==> src/rtl/or1k_dbg_pkg.sv <==
// Shared constants and types for the OR1K debug SPR register group.
package or1k_dbg_pkg;

  localparam int DBG_REASON_W = 14;

  localparam logic [4:0]  DBG_SPR_GROUP = 5'd6;

  localparam logic [10:0] DBG_IDX_DMR1 = 11'h010;
  localparam logic [10:0] DBG_IDX_DMR2 = 11'h011;
  localparam logic [10:0] DBG_IDX_DSR  = 11'h014;
  localparam logic [10:0] DBG_IDX_DRR  = 11'h015;

  typedef enum logic [1:0] {
    IDLE = 2'd0,
    WAIT = 2'd1,
    ACK  = 2'd2
  } dbg_state_e;

endpackage

==> src/rtl/or1k_dbg_spr_responder_drr.sv <==
// Debug reason register: sticky event capture with write-1-to-clear, plus the
// stall request raised when a recorded reason is enabled in DSR.
module or1k_dbg_drr
  import or1k_dbg_pkg::*;
(
  input  logic                    cpu_clk_i,
  input  logic                    rst_i,
  input  logic [DBG_REASON_W-1:0] evt_i,
  input  logic [DBG_REASON_W-1:0] clr_i,
  input  logic [DBG_REASON_W-1:0] dsr_i,
  output logic [DBG_REASON_W-1:0] drr_o,
  output logic                    stall_o
);

  logic [DBG_REASON_W-1:0] drr_r;
  logic                    stall_r;

  // A new event outranks a clear of the same bit; stall follows the updated DRR one edge later.
  always_ff @(posedge cpu_clk_i or posedge rst_i) begin
    if (rst_i) begin
      drr_r   <= {DBG_REASON_W{1'b0}};
      stall_r <= 1'b0;
    end else begin
      drr_r   <= (drr_r & ~clr_i) | evt_i;
      stall_r <= |(drr_r & dsr_i);
    end
  end

  assign drr_o   = drr_r;
  assign stall_o = stall_r;

endmodule

==> src/rtl/or1k_dbg_spr_responder.sv <==
// SPR-bus responder for the OR1K debug group: holds DMR1/DMR2/DSR/DRR and
// acknowledges every access after WAIT_CYCLES wait states.
module or1k_dbg_spr_responder
  import or1k_dbg_pkg::*;
#(
  parameter int unsigned WAIT_CYCLES = 2,
  parameter logic [4:0]  SPR_GROUP   = DBG_SPR_GROUP
) (
  input  logic                    cpu_clk_i,
  input  logic                    rst_i,
  input  logic                    spr_stb_i,
  input  logic                    spr_we_i,
  input  logic [31:0]             spr_addr_i,
  input  logic [31:0]             spr_data_i,
  output logic [31:0]             spr_data_o,
  output logic                    spr_ack_o,
  input  logic [DBG_REASON_W-1:0] evt_i,
  output logic [31:0]             dmr1_o,
  output logic [31:0]             dmr2_o,
  output logic [DBG_REASON_W-1:0] dsr_o,
  output logic                    stall_o
);

  localparam bit         ZERO_WAIT = (WAIT_CYCLES == 32'd0);
  localparam logic [3:0] CNT_LOAD  = ZERO_WAIT ? 4'd0 : 4'(WAIT_CYCLES - 32'd1);

  dbg_state_e              state_r;
  logic [3:0]              cnt_r;
  logic [15:0]             addr_r;
  logic                    we_r;
  logic [31:0]             wdata_r;
  logic [31:0]             rdata_r;
  logic [31:0]             dmr1_r;
  logic [31:0]             dmr2_r;
  logic [DBG_REASON_W-1:0] dsr_r;
  logic [DBG_REASON_W-1:0] drr_s;
  logic [DBG_REASON_W-1:0] drr_clr_s;

  logic [15:0]             acc_addr_s;
  logic                    acc_we_s;
  logic [31:0]             acc_data_s;
  logic                    ack_s;
  logic                    hit_s;
  logic                    commit_s;
  logic [10:0]             idx_s;
  logic [31:0]             rd_val_s;
  logic                    unused_s;

  assign unused_s = ^spr_addr_i[31:16];

  // With zero wait states the live bus is the access; otherwise the latched copy is.
  always_comb begin
    if (ZERO_WAIT) begin
      acc_addr_s = spr_addr_i[15:0];
      acc_we_s   = spr_we_i;
      acc_data_s = spr_data_i;
      ack_s      = spr_stb_i & (state_r == IDLE);
    end else begin
      acc_addr_s = addr_r;
      acc_we_s   = we_r;
      acc_data_s = wdata_r;
      ack_s      = (state_r == ACK);
    end
  end

  assign hit_s     = (acc_addr_s[15:11] == SPR_GROUP);
  assign idx_s     = acc_addr_s[10:0];
  assign commit_s  = ack_s & acc_we_s & hit_s;
  assign drr_clr_s = (commit_s && (idx_s == DBG_IDX_DRR)) ? acc_data_s[DBG_REASON_W-1:0]
                                                           : {DBG_REASON_W{1'b0}};

  // Read multiplexer over the current register contents.
  always_comb begin
    rd_val_s = 32'h0000_0000;
    if (hit_s) begin
      case (idx_s)
        DBG_IDX_DMR1: rd_val_s = dmr1_r;
        DBG_IDX_DMR2: rd_val_s = dmr2_r;
        DBG_IDX_DSR:  rd_val_s = {{(32-DBG_REASON_W){1'b0}}, dsr_r};
        DBG_IDX_DRR:  rd_val_s = {{(32-DBG_REASON_W){1'b0}}, drr_s};
        default:      rd_val_s = 32'h0000_0000;
      endcase
    end else begin
      rd_val_s = 32'h0000_0000;
    end
  end

  // Access sequencer: latch in IDLE, count wait states, one ack cycle.
  always_ff @(posedge cpu_clk_i or posedge rst_i) begin
    if (rst_i) begin
      state_r <= IDLE;
      cnt_r   <= 4'd0;
      addr_r  <= 16'h0000;
      we_r    <= 1'b0;
      wdata_r <= 32'h0000_0000;
      rdata_r <= 32'h0000_0000;
    end else begin
      case (state_r)
        IDLE: begin
          if (spr_stb_i && !ZERO_WAIT) begin
            addr_r  <= spr_addr_i[15:0];
            we_r    <= spr_we_i;
            wdata_r <= spr_data_i;
            cnt_r   <= CNT_LOAD;
            state_r <= WAIT;
          end
        end
        WAIT: begin
          if (cnt_r == 4'd0) begin
            rdata_r <= rd_val_s;
            state_r <= ACK;
          end else begin
            cnt_r <= cnt_r - 4'd1;
          end
        end
        ACK:     state_r <= IDLE;
        default: state_r <= IDLE;
      endcase
    end
  end

  // Mode/status registers commit on the acknowledging edge.
  always_ff @(posedge cpu_clk_i or posedge rst_i) begin
    if (rst_i) begin
      dmr1_r <= 32'h0000_0000;
      dmr2_r <= 32'h0000_0000;
      dsr_r  <= {DBG_REASON_W{1'b0}};
    end else if (commit_s) begin
      case (idx_s)
        DBG_IDX_DMR1: dmr1_r <= acc_data_s;
        DBG_IDX_DMR2: dmr2_r <= acc_data_s;
        DBG_IDX_DSR:  dsr_r  <= acc_data_s[DBG_REASON_W-1:0];
        default:      ;
      endcase
    end
  end

  or1k_dbg_drr u_drr (
    .cpu_clk_i (cpu_clk_i),
    .rst_i     (rst_i),
    .evt_i     (evt_i),
    .clr_i     (drr_clr_s),
    .dsr_i     (dsr_r),
    .drr_o     (drr_s),
    .stall_o   (stall_o)
  );

  assign spr_ack_o  = ack_s;
  assign spr_data_o = ack_s ? (ZERO_WAIT ? rd_val_s : rdata_r) : 32'h0000_0000;
  assign dmr1_o     = dmr1_r;
  assign dmr2_o     = dmr2_r;
  assign dsr_o      = dsr_r;

endmodule

==> config.mk <==
export PLATFORM = sky130hd
export DESIGN_NAME = or1k_dbg_spr_responder
export DESIGN_NICKNAME = d
export VERILOG_FILES = /design/src/rtl/or1k_dbg_pkg.sv /design/src/rtl/or1k_dbg_spr_responder_drr.sv /design/src/rtl/or1k_dbg_spr_responder.sv
export SDC_FILE = /design/constraint.sdc
export NUM_CORES = 1
export LEC_CHECK = 0
export BUFFER_PORTS_ARGS = -buffer_cell sky130_fd_sc_hd__clkbuf_2
export CORE_ASPECT_RATIO = 1.5
export CORE_MARGIN = 2
export CORE_UTILIZATION = 48
export DETAILED_ROUTE_END_ITERATION = 10
export GPL_TIMING_DRIVEN = 0
export PLACE_DENSITY_LB_ADDON = 0.1
export SLEW_MARGIN = 20
export SYNTH_ARGS = -nofsm -noshare
export SYNTH_HDL_FRONTEND = slang
export SYNTH_SLANG_ARGS = --single-unit
export TNS_END_PERCENT = 5
==> constraint.sdc <==
create_clock -name cpu_clk_i -period 5.3 [get_ports cpu_clk_i]
set_input_delay 0.53 -clock cpu_clk_i [delete_from_list [all_inputs] [get_ports cpu_clk_i]]
set_output_delay 0.53 -clock cpu_clk_i [all_outputs]
set_load 0.1 [all_outputs]
Yosys cells after proc, flatten, opt, wreduce, memory -nomap -nowiden
Cells that the tools add are included.
W data, S select, Z words.
{"block": "op_classes", "addsub": 1, "eq_ne": 10, "mux": 10, "n_div": 0, "reduce_logical": 12, "order_cmp": 0, "n_mul": 0, "n_shift": 0, "bitwise": 6}
{"op": "$pmux W32 S4", "n": 1}
{"op": "$mux W32", "n": 2}
{"op": "$eq A11 B5 Y1 const B", "n": 4}
{"op": "$and A14 B14 Y14", "n": 2}
{"op": "$mux W14", "n": 1}
{"op": "$not A14 Y14", "n": 1}
{"op": "$or A14 B14 Y14", "n": 1}
{"op": "$reduce_or A14 Y1", "n": 1}
{"op": "$reduce_and A2 Y1", "n": 6}
{"op": "$mux W4", "n": 2}
{"op": "$pmux W4 S2", "n": 1}
{"op": "$ne A2 B2 Y1 const B", "n": 3}
{"op": "$eq A5 B3 Y1 const B", "n": 1}
{"op": "$logic_not A4 Y1", "n": 1}
{"op": "$mux W2", "n": 2}
{"op": "$pmux W2 S2", "n": 1}
{"op": "$sub A4 B1 Y4 const B", "n": 1}
{"op": "$reduce_and A3 Y1", "n": 1}
{"op": "$and A1 B1 Y1", "n": 2}
{"op": "$eq A2 B1 Y1 const B", "n": 1}
{"op": "$eq A2 B2 Y1 const B", "n": 1}
{"op": "$logic_not A2 Y1", "n": 1}
{"op": "$reduce_bool A2 Y1", "n": 1}
{"op": "$logic_and A1 B1 Y1", "n": 1}
{"block": "totals", "input_bits": 82, "output_inout_bits": 112, "latch_bits": 0, "mem_bits_rw": 0, "n_memories": 0, "ff_bits": 180, "elab_cells": 50, "rom_bits": 0}

Longest topological paths before layout
Gate-level depths: netlist of the first run.
{"block": "logic_depth", "depth_word": 8, "ltp_mapped": 9, "mapped_depth_nobuf": 7}

By module
A second synthesis of the first run with hierarchy kept.
{"block": "hier_totals", "cells_unflattened": 576, "area_unflattened_um2": 7692.4}
{"module": "or1k_dbg_spr_responder", "cells_each": 523, "seq_area_each_um2": 4129.0, "area_per_inst_um2": 7081.8, "instances": 1}
{"module": "or1k_dbg_drr", "cells_each": 53, "seq_area_each_um2": 375.4, "area_per_inst_um2": 610.6, "instances": 1}

Worst setup path before layout of the first run
Ideal clock, no wire load.
{"block": "synth_timing", "path_type": "reg2out", "startpoint": "register state_r[0]", "endpoint": "output port spr_data_o[22]", "path_stages_with_launch": 4, "t_required_ns": 4.770, "setup_slack_ns": 2.272, "arrival_ns": 2.498, "n_path_buf": 1, "cell_sequence": "dfrtp_1 > nor2b_1 > clkbuf_1 > and2_1"}
{"block": "synth_via", "elab_chain_len": 2}
{"element": "from (decl)", "line": "or1k_dbg_spr_responder.sv:27", "rtl": "dbg_state_e state_r;"}
{"element": "from (signal assigned)", "line": "or1k_dbg_spr_responder.sv:91", "rtl": "state_r <= IDLE;"}
{"element": "from (signal assigned)", "line": "or1k_dbg_spr_responder.sv:105", "rtl": "state_r <= WAIT;"}
{"element": "from (signal assigned)", "line": "or1k_dbg_spr_responder.sv:111", "rtl": "state_r <= ACK;"}
{"element": "$eq A2 B2 Y1", "line": "or1k_dbg_spr_responder.sv:62", "rtl": "ack_s = (state_r == ACK);"}
{"element": "via spr_ack_o", "line": "or1k_dbg_spr_responder.sv:16", "rtl": "output logic spr_ack_o,"}
{"element": "$mux W32", "line": "or1k_dbg_spr_responder.sv:149", "rtl": "assign spr_data_o = ack_s ? (ZERO_WAIT ? rd_val_s : rdata_r) : 32'h0000_0000;"}
{"element": "to (decl)", "line": "or1k_dbg_spr_responder.sv:15", "rtl": "output logic [31:0] spr_data_o,"}
The timed path passes the listed nets, and every way through them passes these cells.

Final worst setup path of the first run
{"block": "layout_timing", "startpoint": "register state_r[0]", "endpoint": "output port spr_data_o[11]"}
{"block": "layout_via", "elab_chain_len": 2}
{"element": "$eq A2 B2 Y1", "line": "or1k_dbg_spr_responder.sv:62"}
{"element": "$mux W32", "line": "or1k_dbg_spr_responder.sv:149"}
No other way between the ends.

==> results.md, run 1 <==
* Post-DRT Antenna Nets at 0
* Slew HR at 36.4%
* Period utilisation layout at between 50% and 60%
* WP data required at roughly 4.8 ns
* Peak supply drop at approximately 0.22 mV
* CP max stage cell: clkbuf_2
* Gr usage total at 24.6%
* Setup Skew at between 0.01 and 0.015 ns
* Hpwl dp at around 14000 um
* FMAX at 342 MHz
* First-pass iteration count of the detailed router at 8
* Critical path launch point type: flip-flop
* DR vias at 5408
* Congestion Overflow GR at 0
* N_diodes at 0
* Drt drc at 0
* RePlAce Congestion at 0.843
* Worst path max stage delay at roughly 0.46 ns
* Via-to-Cell Ratio at between 5 and 6
* Seq/Total Area, Yosys at 59.3%
* Share of Yosys cell area claimed by the top area cell type at between 50% and 60%
* Leakage power at 4.70 nW
* Syn avg cell area at around 14 um2
* Placement Setup Slack at around 2.5 ns
* Setup TNS at 0 ns
* Crit path depth at 4
* Worst setup margin at 2.37 ns
* Drt initial violations at roughly 270
* WL/cell at roughly 20 um
* Register area at about 4500 um2
* Initial antenna violation count at 0
* Clock Latency Late Sink at between 0.4 and 0.5 ns
* Clock Tree Buf Depth at 2
* R2R Path Start: acc_addr_s[6]
* Slew Limit Fails at 0
* Critical Path AT at 2.40 ns
* Synthesis-to-layout area growth at 24.5%
* I/O pins at 194
* Mapped cell area at approximately 7600 um2
* # Post-CTS Setup Buffers at 0
* Setup CP Type: flip-flop to primary output
* Final Hold Violating Endpoints at 0
* Status: finished clean
* Net count after synthesis at 644
* Largest net degree at the start of global routing at 36
* Die Span Y at roughly 160 um
* TritonCTS clock tree: yes
* Crit end category: primary output
* Synthesized instance count at 560
* Wirelength, routed at a little under 20000 um
* Slew @ Worst Pin at about 0.95 ns
* Synth warnings at 0
* Worst hold-check path type: input pin to async pin
* Num Clock Sinks at 180
* Core Area at approximately 16000 um2
* R2r worst-path depth at 6
* Root Driver: clkbuf_16
* Unrepaired setup endpoints after global routing: false
* CTS hold repair buffers at 0
* Minimum clock period at between 2 and 3 ns
* IO buf count at 177
* Share of cells above drive strength 1 at a little over two fifths
* Vias in the first global route at 5827
* Final layout net count at between 800 and 900
* Row cnt at 56
* H-tree Lvls at 4
* Number of buffers created by CTS at 17
* Max Cap Viol at 0
* Worst Path Max Fanout at 10
* CTS clk-pin slew, worst paths at about 0.060 ns
* Die ar. at 16900 um2
* Multi-input logic area at between 2000 and 3000 um2
* Crit path cell chain: nor2b_1 > clkbuf_1 > and2_1 > clkbuf_2
* First-pass GRT wire length at 31200 um
* Synth area leader: dfrtp_1
* Area contributors post-synth: dfrtp_1 (59%), mux2_2 (16%), mux2_1 (4.6%)
* Die width at approximately 110 um
* Setup-failing EPs final at 0
* CP startpoint: state_r[0]
* Buf/Inv on CP at 2
* Cell variety after synth at 40
* Post-cts sizing count at 0
* Final Util at about 61%
* Cells after DPL at 945
* Fillers at 1322
* Worst path top cell family by delay: buffers and inverters
* Total power divided by cell area at roughly 420 nW/um2
* Starting Density at between 40% and 50%
* Synthesis-stage register bit count at 180
* Fin cells at between 900 and 1000
* Worst hold margin at between 0.15 and 0.2 ns
[report_power, final]
part / leakage (nW) / switching (W) / internal [W] / total, W
clock network: 0.300 / 0.000525 / 0.000767 / 0.00129
registers: 2.32 / 0.000170 / 0.00159 / 0.00176
logic: 2.08 / 0.000468 / 0.000409 / 0.000877
[state kept, by name, indices dropped and copies added, names as in the netlist, 2 cells and up]
register / count
acc_addr_s: 16
dsr_o: 14
state_r: 2
u_drr.drr_o: 14
dmr1_o: 32
cnt_r: 4
acc_data_s: 32
dmr2_o: 32
rdata_r: 32
[placed cells by master, fill, tap and decap left out, types with 13 or more instances in the layout]
cell type / netlist / final
nand4_1: 15 / 15
clkbuf_1: 25 / 26
o21ai_0: 32 / 32
mux2i_1: 18 / 18
dfrtp_1: 180 / 180
mux2_1: 31 / 31
clkbuf_16: 0 / 17
a222oi_1: 13 / 13
mux2_2: 110 / 110
clkbuf_2: 1 / 178
a21o_1: 15 / 15
and2_1: 32 / 32
nand2_1: 33 / 33
[synth_stat cells, drive strengths merged]
master / instances
dfrtp: 180
mux2: 141
and2: 33
nand2: 33
o21ai: 32
clkbuf: 26
mux2i: 18
a21o: 15
nand4: 15
a222oi: 13
buf: 10
inv: 5
a22oi: 4
nor2: 4
and3: 3
nand3: 3
nor2b: 3
nor3: 3
a221oi: 2
ha: 2
xor2: 2
a22o: 1
a31oi: 1
and4b: 1
mux4: 1
nand2b: 1
nand4b: 1
nor3b: 1
nor4: 1
nor4bb: 1
or2: 1
or3b: 1
or4: 1
or4b: 1
[per-layer routing]
layer  vias up  routed length (um)  part of all wire (%)  track usage (%)
met5         -                   0                     0                0
met4         0                 470                   2.4             8.78
met3        30                1160                   5.8             6.34
met2       184               10500                    53             43.8
met1      2768                7700                    39             28.4
li1       2426                   -                     -                -
[through the flow]
stage          cell area [um2]  power [W]
3_3_place_gp              8740    0.00262
3_5_place_dp              8850    0.00267
5_1_grt                   9460    0.00411
4_1_cts                   9460    0.00396
6_report                  9460    0.00393
2_1_floorplan             7600    0.00237
[worst paths after layout]
| check | to | slack (ns) |
|---|---|---|
| min in group cpu_clk_i | u_drr.drr_o[6] | 0.29 |
| max reg2reg | dmr1_o[6] | 2.45 |
| min | acc_data_s[7] | 0.20 |
| max | spr_data_o[11] | 2.37 |
| min reg2reg | rdata_r[1] | 0.47 |
| max in group asynchronous | dmr2_o[9] | 4.00 |
[layout make-up]
class / count / area share (%)
Buffer: 36 / 1.86
Multi-Input combinational cell: 339 / 30.7
Tap cell: 203 / 2.68
Clock inverter: 12 / 1.61
Timing Repair Buffer: 182 / 10.5
Sequential cell: 180 / 47.6
Inverter: 5 / 0.238
Clock buffer: 20 / 4.83
[cell families after synthesis]
| kind of cell | after synthesis | synth area share [%] |
|---|---|---|
| DFF | 180 | 59.3 |
| muxes | 160 | 23.6 |
| and+or+nand+nor | 107 | 7.93 |
| AOI/OAI and AO/OA | 68 | 6.12 |
| buffers and inverters | 41 | 2.57 |
| xor gates and xnor gates | 2 | 0.230 |
| adders and majority gates | 2 | 0.329 |
(Power assumes the default switching activity.)
==> inputs of run 2 (changes only) <==
--- a/config.mk
+++ b/config.mk
@@ -5,10 +5,11 @@
 export SDC_FILE = /design/constraint.sdc
 export NUM_CORES = 1
 export LEC_CHECK = 0
+export ABC_AREA = 1
 export BUFFER_PORTS_ARGS = -buffer_cell sky130_fd_sc_hd__clkbuf_2
 export CORE_ASPECT_RATIO = 1.5
 export CORE_MARGIN = 2
-export CORE_UTILIZATION = 48
+export CORE_UTILIZATION = 54
 export DETAILED_ROUTE_END_ITERATION = 10
 export GPL_TIMING_DRIVEN = 0
 export PLACE_DENSITY_LB_ADDON = 0.1
==> constraint.sdc (replaced) <==
create_clock -name cpu_clk_i -period 2.89 [get_ports cpu_clk_i]
set_input_delay 0.289 -clock cpu_clk_i [delete_from_list [all_inputs] [get_ports cpu_clk_i]]
set_output_delay 0.289 -clock cpu_clk_i [all_outputs]
set_load 0.1 [all_outputs]
==> results.md, run 2 <==
* Status: finished clean
* Seq/Total Area, Yosys at 55.5% (-3.7 points)
* Clock Tree Buf Depth at 2 (unchanged)
* Unrepaired setup endpoints after global routing: false
* Commonest non-fill, non-tap cell in the layout: nand2_1
* R2r setup slk at 1.00 ns (-1.45 ns)
* Crit end category: primary output
* Largest net degree at the start of global routing at 33 (-8.3%)
* # Post-CTS Setup Buffers at 0 (unchanged)
* Wirelength, routed at 23300 um (+17%)
* Via-to-Cell Ratio at 5.11 (-7.6%)
* Synth cell count leaders: nand2_1 (352), dfrtp_1 (180), nand3_1 (114)
* Fraction of power spent switching nets at 33.8% (+4.2 points)
* Placement Setup Slack at 0.724 ns (-1.75 ns)
* Int Pwr at 0.00468 W (+69%)
* Number of buffers created by CTS at 17 (unchanged)
* Worst hold-check path type: input pin to flip-flop
* Primary FF master, synth: dfrtp_1
* Root Driver: clkbuf_16
* Clock Latency Late Sink at 0.43 ns (about the same)
* Slew Limit Fails at 0 (unchanged)
* Sequential group share of total power at 43.0% (-1.8 points)
* Synthesized instance count at 1019 (+82%)
* First-pass iteration count of the detailed router at 5 (-3)
* Worst setup margin at 0.263 ns (-2.11 ns)
* Cell variety after synth at 24 (-40%)
* R2R Path Start: acc_addr_s[2]
* Comb pwr share at 23.5% (+1.2 points)
* Period utilisation layout at 90.9%
* Critical path launch point type: flip-flop
* Row cnt at 54 (-3.6%)
* FMAX at ~380 MHz
* Slew HR at 56.4% (+20 points)
* H-tree Lvls at 4 (unchanged)
* Most frequent cells in the layout: nand2_1 (352), dfrtp_1 (180), clkbuf_2 (177)
* Synth warnings at 0 (unchanged)
* Max Cap Viol at 0 (unchanged)
* Final Hold Violating Endpoints at 0 (unchanged)
* Share of cells above drive strength 1 at 22.3% (-21 points)
* First-pass GRT wire length at 37700 um (+21%)
* R2r endpoint: rdata_r[6]
* Die width at 104 um (-2.5%)
* I/O pins at 194 (unchanged)
* Drt drc at 0 (unchanged)
* RePlAce Congestion at 0.925 (+9.8%)
* Drt initial violations at 423 (+56%)
* Num Clock Sinks at 180 (unchanged)
* WP data required at 2.60 ns (-2.17 ns)
* Share of Yosys cell area claimed by the top area cell type at 55.5% (-3.7 points)
* Syn avg cell area at 7.96 um2 (-41%)
* Hpwl dp at 17400 um (+20%)
* Die Span Y at 154 um (-2.5%)
* Setup TNS at 0 ns (unchanged)
* Setup-failing EPs final at 0 (unchanged)
* Initial antenna violation count at 0 (unchanged)
* Slew @ Worst Pin at 0.653 ns (-0.299 ns)
* Register area at 4500 um2 (unchanged)
* Final Util at 68.4% (+7.6 points)
* Critical Path End: spr_data_o[10]
* CP startpoint: state_r[0]
* Total power divided by cell area at 708 nW/um2 (+71%)
* Fillers at 1281 (-3.1%)
* Multi-input logic area at 2870 um2 (-1.2%)
* Gr usage total at 30.5% (+6.0 points)
* Peak supply drop at 0.509 mV (+130%)
* Post-synth ARST share at 100% (unchanged)
* IO buf count at 177 (unchanged)
* DR vias at 7313 (+35%)
* Synth area leader: dfrtp_1
* Clock Power Share at 33.5% (+0.6 points)
* Synthesis-to-layout area growth at 23.2%
* TritonCTS clock tree: yes
* Core Area at 14600 um2 (-6.2%)
* Worst Path Max Fanout at 10 (unchanged)
* Synthesis-stage register bit count at 180 (unchanged)
* CTS clk-pin slew, worst paths at 0.06 ns (about the same)
* Post-DRT Antenna Nets at 0 (unchanged)
* Count leader, synth: nand2_1
* Vias in the first global route at 7292 (+25%)
* WL/cell at 16.3 um (-20%)
* Setup CP Type: flip-flop to primary output
* Post-synth EDFFs at 0 (unchanged)
* Final layout net count at 1306 (+55%)
* NetSw at 0.00239 W (+110%)
* Critical Path AT at 2.34 ns (-0.06 ns)
* Setup Skew at 0.00606 ns (-0.00412 ns)
* Congestion Overflow GR at 0 (unchanged)
* Area contributors post-synth: dfrtp_1 (56%), nand2_1 (16%), nand3_1 (7.0%)
* Minimum clock period at between 2 and 3 ns
* Pwr Total at 0.00707 W (+80%)
* R2r worst-path depth at 10 (+4)
* N_diodes at 0 (unchanged)
* Die ar. at 16000 um2 (-5.0%)
* Starting Density at 55.6% (+6.7 points)
* Net count after synthesis at 1103 (+71%)
* Leakage power at 5.26 nW (+12%)
* Mapped cell area at 8110 um2 (+6.7%)
run 2: changes by cell type after synthesis, moves of 15 or more:
cell	change
mux2_2	-110
mux2i_1	-18
inv_1	+104
inv_2	+20
nand2_1	+319
mux2_1	-31
a21o_1	-15
nand3_1	+111
nor2_1	+42
buf_2	+16
o21ai_1	+80
and2_1	-32
run 2: critical path, cell delays in order, from the launching register on:
cell	delay [ns]
dfrtp_1	0.40
nor2_1	0.25
inv_1	0.20
clkbuf_1	0.32
nor2_1	0.25
clkbuf_2	0.49
run 2: worst min path at each step:
stage / from / cells past startpoint / end
final: evt_i[6] / 3 / u_drr.drr_o[6]
after global routing: evt_i[5] / 3 / u_drr.drr_o[5]
after CTS: evt_i[6] / 3 / u_drr.drr_o[6]
after detailed placement: rst_i / 2 / rdata_r[1]
after global placement: cnt_r[0] / 1 / cnt_r[0]
after floorplan: evt_i[0] / 2 / u_drr.drr_o[0]
run 2: power by group through the flow:
stage | Combinational (W) | Sequential, W | Clock [W]
floorplan | 0.00112 | 0.00305 | 0
global placement | 0.00160 | 0.00307 | 0
detailed placement | 0.00165 | 0.00308 | 0
CTS | 0.00167 | 0.00304 | 0.00239
global route | 0.00188 | 0.00308 | 0.00251
finish | 0.00167 | 0.00304 | 0.00237
run 2: logic make-up after synthesis:
group	Yosys count	synth area share, %
flip-flops	180	55.5
adder cells (fa/ha/maj)	2	0.308
AND/OR/NAND/NOR	530	27.2
buffers and inverters	181	9.12
AO/OA/AOI/OAI	126	7.87
run 2: cell type report:
type	count	share of cell area [%]
tap	196	2.45
clock buffer	24	5.12
buffer	51	2.52
clock inverter	7	0.952
inverter	130	4.92
sequential	180	45.1
multi-input combinational	658	28.7
timing repair buffer	184	10.2
run 2: through the flow:
step	hold WS [ns]	cell area (um2)	instances
6_report	0.0416	9990	1430
5_1_grt	0.0329	9990	1430
4_1_cts	0.0307	9990	1430
3_5_place_dp	0.397	9370	1398
3_3_place_gp	0.454	9250	1392
2_1_floorplan	0.387	8110	1019
run 2: metal layers:
layer	up-vias	GRT usage, %	routed length, um
li1	3572	-	-
met1	3386	35.0	8650
met2	286	53.6	12100
met3	69	5.93	1450
met4	0	16.7	1180
met5	-	0	0
run 2: timing repair:
action,4_1_cts,5_1_grt
hold buffers,1,0
setup endpoints to repair,0,0
hold endpoints to repair,26,0
resized for setup,0,0
==> inputs of run 3 (changes only) <==
--- a/config.mk
+++ b/config.mk
@@ -9,7 +9,8 @@
 export BUFFER_PORTS_ARGS = -buffer_cell sky130_fd_sc_hd__clkbuf_2
 export CORE_ASPECT_RATIO = 1.5
 export CORE_MARGIN = 2
-export CORE_UTILIZATION = 54
+export CORE_UTILIZATION = 56
+export CTS_BUF_LIST = sky130_fd_sc_hd__clkbuf_4 sky130_fd_sc_hd__clkbuf_8
 export DETAILED_ROUTE_END_ITERATION = 10
 export GPL_TIMING_DRIVEN = 0
 export PLACE_DENSITY_LB_ADDON = 0.1
==> results.md, run 3 (synthesis gave the netlist of run 2 again) <==
* Gr usage total at 30.9% (+0.39 points)
* Status: finished clean
* Slew @ Worst Pin at 0.667 ns (+0.0144 ns)
* First-pass GRT wire length at 36100 um (-4.2%)
* Clock Latency Late Sink at 0.45 ns (+0.02 ns)
* Largest net degree at the start of global routing at 33 (unchanged)
* Peak supply drop at 0.416 mV (-18%)
* Starting Density at 57.7% (+2.1 points)
* Final layout net count at 1310 (+0.31%)
* Worst hold margin at 0.0220 ns (-0.0196 ns)
* Die width at 102 um (-1.7%)
* RePlAce Congestion at 0.928 (+0.28%)
* Die ar. at 15500 um2 (-3.5%)
* Crit path cell chain: nor2_1 > inv_1 > clkbuf_1 > nor2_1 > clkbuf_2
* R2r setup slk at 0.98 ns (-0.02 ns)
* IO buf count at 177 (unchanged)
* Setup Skew at 0.0156 ns (+0.00950 ns)
* CP max stage cell: clkbuf_2
* Commonest non-fill, non-tap cell in the layout: nand2_1
* Pwr Total at 0.00654 W (-7.5%)
* WP data required at 2.60 ns (about the same)
* R2r endpoint: rdata_r[3]
* Row cnt at 53 (-1.9%)
* Buf/Inv on CP at 3 (unchanged)
* Share of cells above drive strength 1 at 22.3% (about the same)
* Root Driver: clkbuf_8
* Final Hold Violating Endpoints at 0 (unchanged)
* TritonCTS clock tree: yes
* N_diodes at 0 (unchanged)
* Hold path endpoint: u_drr.drr_o[9]
* Die Span Y at 151 um (-1.8%)
* Cell mode on critical path: nor2_1
* Wirelength, routed at 22800 um (-2.3%)
* Vias in the first global route at 7350 (+0.80%)
* Minimum clock period at 2.59 ns (-0.0406 ns)
* FMAX at 387 MHz (+1.6%)
* Period utilisation layout at 89.5% (-1.4 points)
* Slew Limit Fails at 0 (unchanged)
* Critical Path AT at 2.30 ns (-0.04 ns)
* Clock Tree Buf Depth at 2 (unchanged)
* Worst path top cell family by delay: buffers and inverters
* Max Cap Viol at 0 (unchanged)
* Drt drc at 0 (unchanged)
* R2R Path Start: acc_addr_s[1]
* First-pass iteration count of the detailed router at 4 (-1)
* WL/cell at 15.9 um (-2.4%)
* Synthesis-to-layout area growth at 21.2%
* Setup-failing EPs final at 0 (unchanged)
* Unrepaired setup endpoints after global routing: false
* H-tree Lvls at 4 (unchanged)
* Num Clock Sinks at 180 (unchanged)
* Hold Crit Start: evt_i[9]
* Drt initial violations at 419 (-0.95%)
* Number of buffers created by CTS at 17 (unchanged)
* Crit end category: primary output
* I/O pins at 194 (unchanged)
* Post-DRT Antenna Nets at 0 (unchanged)
* DR vias at 7371 (+0.79%)
* Initial antenna violation count at 0 (unchanged)
* Congestion Overflow GR at 0 (unchanged)
* Hpwl dp at 17000 um (-2.0%)
* Slew HR at 55.4% (-0.96 points)
* CTS clk-pin slew, worst paths at 0.09 ns (+0.03 ns)
* Worst path max stage delay at 0.49 ns (about the same)
* Core Area at 14100 um2 (-3.7%)
* R2r worst-path depth at 10 (unchanged)
* Critical path launch point type: flip-flop
* Total power divided by cell area at 665 nW/um2 (-6.0%)
* Leakage power at 5.18 nW (-1.5%)
* Setup CP Type: flip-flop to primary output
* Worst hold-check path type: input pin to flip-flop
* Worst Path Max Fanout at 10 (unchanged)
* Via-to-Cell Ratio at 5.15 (+0.72%)
* Most frequent cells in the layout: nand2_1 (352), dfrtp_1 (180), clkbuf_2 (177)
* Hold Crit Depth at 3 (unchanged)
run 3: worst min-delay path: cells and delay by family:
kind / cells / cell delay (ns)
buffers and inverters: 2 / 0.10
and+or+nand+nor: 1 / 0.05
run 3: what timing repair did:
item | in CTS | in global routing
resized for setup | 0 | 0
endpoints found under the setup margin | 0 | 0
hold buffers | 6 | 0
hold endpoints to repair | 35 | 0
setup buffers | 0 | 0
run 3: worst max path at each step:
stage / cells after the start / slack, ns / endpoint / start
detailed placement: 5 / 0.76 / spr_data_o[10] / state_r[0]
CTS: 5 / 0.26 / spr_data_o[10] / state_r[0]
floorplan: 4 / -0.94 / spr_data_o[10] / state_r[0]
finish: 5 / 0.30 / spr_data_o[10] / state_r[0]
global placement: 2 / -0.81 / dmr1_o[15] / rst_i
global route: 6 / 0.19 / spr_data_o[10] / state_r[1]
run 3: metrics by stage:
step	TNS (ns)	area, um2	util, %	worst slack (ns)	cells
finish	0	9830	69.9	0.304	1431
global route	0	9830	69.9	0.191	1431
CTS	0	9830	69.9	0.260	1431
detailed placement	0	9340	66.4	0.756	1393
global placement	-141.82	9240	65.7	-0.805	1388
floorplan	-29.54	8110	-	-0.935	1019
run 3: cell type report:
cell class / instances / area [um2]
sequential: 180 / 4500
multi-input combinational: 658 / 2870
clock buffer: 20 / 263
tap: 192 / 240
fill: 1278 / 4230
timing repair buffer: 188 / 1050
buffer: 51 / 251
clock inverter: 12 / 166
inverter: 130 / 492
run 3: power by group:
part | switching [W] | internal [W] | leakage (nW)
Clock | 0.000939 | 0.000914 | 0.212
Combinational | 0.00127 | 0.000390 | 2.62
Sequential | 0.000150 | 0.00288 | 2.35
Total | 0.00236 | 0.00419 | 5.18
run 3: routing by layer:
| metal | vias to the layer above | GRT usage, % | part of all wire, % | wire length [um] |
|---|---|---|---|---|
| met5 | - | 0 | 0 | 0 |
| met4 | 0 | 16.0 | 4.3 | 988 |
| met3 | 56 | 4.61 | 5.9 | 1340 |
| met2 | 279 | 54.3 | 53 | 12000 |
| met1 | 3452 | 36.2 | 37 | 8470 |
| li1 | 3584 | - | - | - |
